===== src/rtl/mux_rotate4_pkg.sv =====
// Shared types and defaults for the four-lane rotating selector.
// Latency: n/a (types and constants only).
// Backpressure: n/a.
package mux_rotate4_pkg;

    // Default lane width in bits.
    localparam int WIDTH_DEF = 8;

    // Number of lanes being rotated.
    localparam int LANES = 4;

    // Rotation amount, 0..3.
    typedef logic [1:0] rot_t;

    // Input lane feeding output lane k for a given rotation.
    // The index wraps modulo 4, so every output always has a source.
    function automatic rot_t src_lane(input rot_t k, input rot_t sel);
        return rot_t'(k + sel);
    endfunction

endpackage


===== src/rtl/mux_rotate4_mux4_1.sv =====
// Combinational 4:1 selector of WIDTH bits, one per output lane.
// Latency: zero cycles (purely combinational).
// Backpressure: none; the output follows the inputs continuously.
module mux4_1
    import mux_rotate4_pkg::*;
#(
    parameter int WIDTH = WIDTH_DEF
) (
    input  logic [WIDTH-1:0] d0,
    input  logic [WIDTH-1:0] d1,
    input  logic [WIDTH-1:0] d2,
    input  logic [WIDTH-1:0] d3,
    input  rot_t             sel,
    output logic [WIDTH-1:0] y
);

    // Pick one of the four candidates; an unknown sel falls back to d0.
    always_comb begin
        y = d0;
        case (sel)
            2'd0:    y = d0;
            2'd1:    y = d1;
            2'd2:    y = d2;
            2'd3:    y = d3;
            default: y = d0;
        endcase
    end

endmodule


===== src/rtl/mux_rotate4.sv =====
// Four-lane barrel crossbar: output lane k takes input lane (k + sel) mod 4.
// Latency: one cycle; sel and data are sampled together on the rising edge.
// Backpressure: none; every edge outside reset loads new values.
module mux_rotate4
    import mux_rotate4_pkg::*;
#(
    parameter int WIDTH = WIDTH_DEF
) (
    input  logic             clk,
    input  logic             rst,
    input  rot_t             sel,
    input  logic [WIDTH-1:0] inp1,
    input  logic [WIDTH-1:0] inp2,
    input  logic [WIDTH-1:0] inp3,
    input  logic [WIDTH-1:0] inp4,
    output logic [WIDTH-1:0] out1,
    output logic [WIDTH-1:0] out2,
    output logic [WIDTH-1:0] out3,
    output logic [WIDTH-1:0] out4
);

    logic [WIDTH-1:0] lane_dat [LANES];
    logic [WIDTH-1:0] mux_dat  [LANES];
    logic [WIDTH-1:0] out_q    [LANES];

    assign lane_dat[0] = inp1;
    assign lane_dat[1] = inp2;
    assign lane_dat[2] = inp3;
    assign lane_dat[3] = inp4;

    // Each selector sees the inputs pre-rotated by its own lane index, so a
    // shared sel value yields the (k + sel) mod 4 mapping on every lane.
    for (genvar k = 0; k < LANES; k++) begin : g_lane
        mux4_1 #(
            .WIDTH (WIDTH)
        ) u_mux (
            .d0  (lane_dat[k]),
            .d1  (lane_dat[(k + 1) % LANES]),
            .d2  (lane_dat[(k + 2) % LANES]),
            .d3  (lane_dat[(k + 3) % LANES]),
            .sel (sel),
            .y   (mux_dat[k])
        );
    end

    // Output registers: clear immediately on reset, otherwise capture every edge.
    always_ff @(posedge clk or posedge rst) begin
        if (rst) begin
            for (int k = 0; k < LANES; k++) begin
                out_q[k] <= '0;
            end
        end else begin
            for (int k = 0; k < LANES; k++) begin
                out_q[k] <= mux_dat[k];
            end
        end
    end

    assign out1 = out_q[0];
    assign out2 = out_q[1];
    assign out3 = out_q[2];
    assign out4 = out_q[3];

endmodule


===== config.mk =====
export PLATFORM = sky130hd
export DESIGN_NAME = mux_rotate4
export DESIGN_NICKNAME = d
export VERILOG_FILES = /design/src/rtl/mux_rotate4_pkg.sv /design/src/rtl/mux_rotate4_mux4_1.sv /design/src/rtl/mux_rotate4.sv
export SDC_FILE = /design/constraint.sdc
export NUM_CORES = 1
export LEC_CHECK = 0
export BUFFER_PORTS_ARGS = -buffer_cell sky130_fd_sc_hd__buf_2
export CORE_ASPECT_RATIO = 0.6
export CORE_MARGIN = 5
export CORE_UTILIZATION = 47
export CTS_BUF_LIST = sky130_fd_sc_hd__clkbuf_16
export CTS_CLUSTER_SIZE = 8
export DETAILED_ROUTE_END_ITERATION = 8
export PLACE_DENSITY = 0.88
export SYNTH_ARGS = -nofsm -noshare
export SYNTH_HDL_FRONTEND = slang
export SYNTH_SLANG_ARGS = --single-unit

===== constraint.sdc =====
create_clock -name clk -period 1 [get_ports clk]
set_input_delay 0.15 -clock clk [delete_from_list [all_inputs] [get_ports clk]]
set_output_delay 0.15 -clock clk [all_outputs]
set_load 0.05 [all_outputs]

Yosys cells after proc, flatten, opt, wreduce, memory -nomap -nowiden
Index checks and enable logic that the tools add are counted.
{"block": "word_totals", "regBits": 32, "out_inout_bits": 32, "elab_cells": 12, "inputBits": 36}
{"block": "classes", "n_reduce_logical": 1, "eq_ne": 3, "mux": 4}
{"cell": "$pmux W8 S4", "n": 4}
{"cell": "$eq A2 B2 Y1 const B", "n": 2}
{"cell": "$eq A2 B1 Y1 const B", "n": 1}
{"cell": "$logic_not A2 Y1", "n": 1}

Logic depth before layout (Yosys ltp)
{"block": "logic_depth", "ltp_word": 2, "depth_mapped": 4, "ltp_nobuf": 1}

Modules after synthesis
A second synthesis with hierarchy kept.
{"block": "hier_totals", "cells_unflattened": 73, "hier_area_um2": 1590.3}
{"mod": "mux_rotate4", "area_per_inst_um2": 804.5, "seq_area_each_um2": 800.8, "cells_per_inst": 33, "instances": 1}
{"mod": "mux4_1", "area_per_inst_um2": 196.4, "seq_area_each_um2": 0.0, "cells_per_inst": 10, "instances": 4}

Worst setup path before layout
Ideal clock, no wire load.
{"block": "synth_timing", "path_type": "input to register", "from": "input sel[0]", "to": "register out_q, in the netlist out3[2]", "t_required_ps": 861, "t_arrival_ps": 879, "setup_time_ps": 139, "stages": 3, "path_buffers": 2, "setup_slack_ps": -17, "path_cell_list": "buf_6 buf_6 mux4_2"}
{"block": "synth_via", "elab_chain_cells": 2, "word_cells_on_any_way": 5, "cone_classes": "eq/ne (3); mux (1); reduce/logical (1)"}
{"element": "from (decl)", "line": "mux_rotate4.sv:11", "rtl": "input rot_t sel,"}
{"element": "$eq A2 B2 Y1 (tied with other cells)", "line": "mux_rotate4_mux4_1.sv:20", "rtl": "case (sel)"}
{"element": "$pmux W8 S4 *", "line": "mux_rotate4_mux4_1.sv:20"}
{"element": "named net g_lane[2].u_mux.y[2]", "line": "mux_rotate4_mux4_1.sv:14", "rtl": "output logic [WIDTH-1:0] y"}
{"element": "to (signal, indexed assignment)", "line": "mux_rotate4.sv:54", "rtl": "out_q[k] <= mux_dat[k];"}
{"element": "to (decl)", "line": "mux_rotate4.sv:24", "rtl": "logic [WIDTH-1:0] out_q [LANES];"}
Mark *: on every way through the listed nets, which the timed path passes. The rest lies on a longest branch.

Worst setup path in the final report
{"block": "layout_timing", "from": "register out_q, in the netlist out2[0]", "to": "output out2[0]"}
{"element": "to (decl)", "line": "mux_rotate4.sv:17", "rtl": "output logic [WIDTH-1:0] out2,"}
No word-level cell between the ends.

==> impl_metrics.csv <==
group,metric,value,unit
layout,final_nets,186,
route,wirelength,3.37,mm
power_and_ir_drop,p_comb_frac,0.278,
floorplanning,die_w,86.3,um
layout,drive_above_1_share,0.742,
setup_path,critPathBufInv,1,
power_and_ir_drop,power_density,1860,mW/mm2
yosys,seq_area_frac_synth,0.488,
yosys,yosysWarnings,0,
clocking,cts_tree,"yes",
timing,finalCritPeriodShare,0.979,
grt,antenna_found_initial,0,
grt,grt-ovfl-total,0,
route,ant_nets,0,
placement,io_buffers,67,
grt,grt_max_degree,25,
clocking,numCtsBuffers,5,
placement,dp_hpwl,2.63,mm
route,drt-wirelength-per-cell,17.2,um
setup_path,cp-start-kind,"flop",
floorplanning,fp.dieH,55.8,um
timing,maxSlewViolCount,0,
route,vias_per_cell,5.45,
yosys,ys_seq_elements,32,
timing,fin_crit,0.979,ns
route,drc,0,
power_and_ir_drop,pwr-share-clk,0.380,
setup_path,cp-end-kind,"primary output",
floorplanning,dieArea,0.00481,mm2
layout,n_antenna_cell,0,
route,drt_iter0_markers,34,
setup_path,crit_type,"reg -> out",
yosys,synth_edf_count,0,
timing,worst_slack,0.0209,ns
min_path,hold_class,"in -> reg",
grt,grt_pass1_wl,5.55,mm
timing,tightest_slew,0.292,ns
setup_path,max_stage_delay,0.40,ns
power_and_ir_drop,p_int,3.07,mW
setup_path,cp_cell_sequence,"buf_6",
placement,pre_cts_ws,-0.196,ns
timing,rsz0062_at_grt,"yes",
setup_path,critPathArrivalTime,0.83,ns
clocking,clk_root_buffer_cell,"clkbuf_16",
power_and_ir_drop,peakVddDrop,1.02,mV
yosys,synthTopCellsByCount,"dfrtp_1, mux4_2, buf_6, mux4_1",
timing,hold-worst-slack,0.231,ns
floorplanning,io_pins,68,
layout,areaGrowthSynthToFinish,42.2,%
clocking,cts_setup_buffers,0,
timing,relSlewSlack,0.805,
yosys,synth_area_leaders,"dfrtp_1, mux4_2, mux4_1, buf_6, buf_12",
yosys,synth_cells,73,
yosys,ys_types,7,
outcome,outcome,"completed",
timing,clock.fmax,1020,MHz
clocking,numClockSinks,32,
power_and_ir_drop,power.switching,1.26,mW
placement,gp_congestion,0.815,
yosys,syn_avg_cell_area,22.5,um2
layout,n_fill_cell,220,
power_and_ir_drop,cellLeakagePower,1.05,nW
setup_path,cp_max_fo,1,
floorplanning,core_area,0.00330,mm2
timing,tns,0,ns
timing,setup_viol,0,
yosys,syn_nets,109,
clocking,cts_max_level,2,
timing,hold_viol_final,0,
power_and_ir_drop,p_sw_frac,0.291,
grt,first_global_vias,1148,
grt,track_usage,0.152,
yosys,synth_most_common_cell,"dfrtp_1",
floorplanning,initial_utilization,0.497,
setup_path,cp_slowest_cell,"dfrtp_1",
yosys,ys.flop_type,"dfrtp_1",
route,firstDrtPassIters,4,
route,vias,1068,
yosys,syn_area,0.00164,mm2
yosys,yosys.area.top_type_share,0.488,
floorplanning,row_count,16,
job,max_cap_violations,0,
setup_path,path_delay_family,"flip-flops",
yosys,yosys.area.top_type,"dfrtp_1",
setup_path,required,0.85,ns
power_and_ir_drop,sequentialPowerShare,0.342,
clocking,cts_buffer_depth,2,
yosys,async_flop_share,1.00,
clocking,clkTransAtPathRegs,0.05,ns
## layout by cell type, fill, tap and decap left out
master / instances
buf_12: 3
dfrtp_1: 32
dlygate4sd3_1: 1
mux4_1: 4
inv_1: 2
clkbuf_16: 5
buf_6: 9
bufinv_16: 1
buf_4: 28
clkbuf_4: 2
mux4_2: 28
clkinv_2: 1
buf_2: 35
## metal layers
metal	global-route usage	routed length, um	up-vias	part of all wire
li1	-	-	466	-
met1	0.194	1310	544	0.39
met2	0.238	1700	54	0.51
met3	0.0473	303	4	0.090
met4	0.0733	53	0	0.016
met5	0	0	-	0
## stage by stage
stage          std cells  total power, mW  utilization  instance area [um2]
6_report             196             4.33        0.706                 2330
5_1_grt              196             4.53        0.706                 2330
4_1_cts              196             4.31        0.686                 2270
3_5_place_dp         187             2.59        0.619                 2040
3_3_place_gp         187             2.56        0.619                 2040
2_1_floorplan         73             2.30            -                 1650
## state kept, by name, summed over array words and instances, names as in the netlist
name  count
out3      8
out2      8
out4      8
out1      8
## timing repair
| item | CTS | global route |
|---|---|---|
| hold endpoints to repair | 32 | 0 |
| hold buffers | 1 | 0 |
| pin swaps | 0 | 0 |
| setup endpoints to repair | 18 | 23 |
| gates resized for setup | 19 | 34 |
## power groups by stage
stage / logic [mW] / clock network [mW] / registers (mW)
3_5_place_dp: 1.11 / 0 / 1.48
5_1_grt: 1.26 / 1.78 / 1.49
3_3_place_gp: 1.08 / 0 / 1.48
2_1_floorplan: 0.332 / 0 / 1.96
4_1_cts: 1.16 / 1.68 / 1.47
6_report: 1.20 / 1.65 / 1.48
## final cells by class
type | count | area (um2) | share of cell area
clock buffer | 5 | 125 | 0.0536
clock inverter | 3 | 38.8 | 0.0166
inverter | 1 | 3.75 | 0.00161
multi-input combinational | 32 | 736 | 0.315
sequential | 32 | 801 | 0.343
tap | 45 | 56.3 | 0.0241
timing repair buffer | 78 | 572 | 0.245
## path summary, 6_finish.rpt
kind | startpoint | cells past startpoint | to
min | inp2[7] | 2 | out2[7]
max | out2[0] | 1 | out2[0]
max in group asynchronous | rst | 4 | out4[3]
min in group asynchronous | rst | 4 | out3[5]
## logic make-up after synthesis
kind of cell,count (synthesis),share of synthesized area
buffers and inverters,9,0.0633
flip-flops,32,0.488
multiplexers,32,0.449
Power figures use the tool's default switching activity.
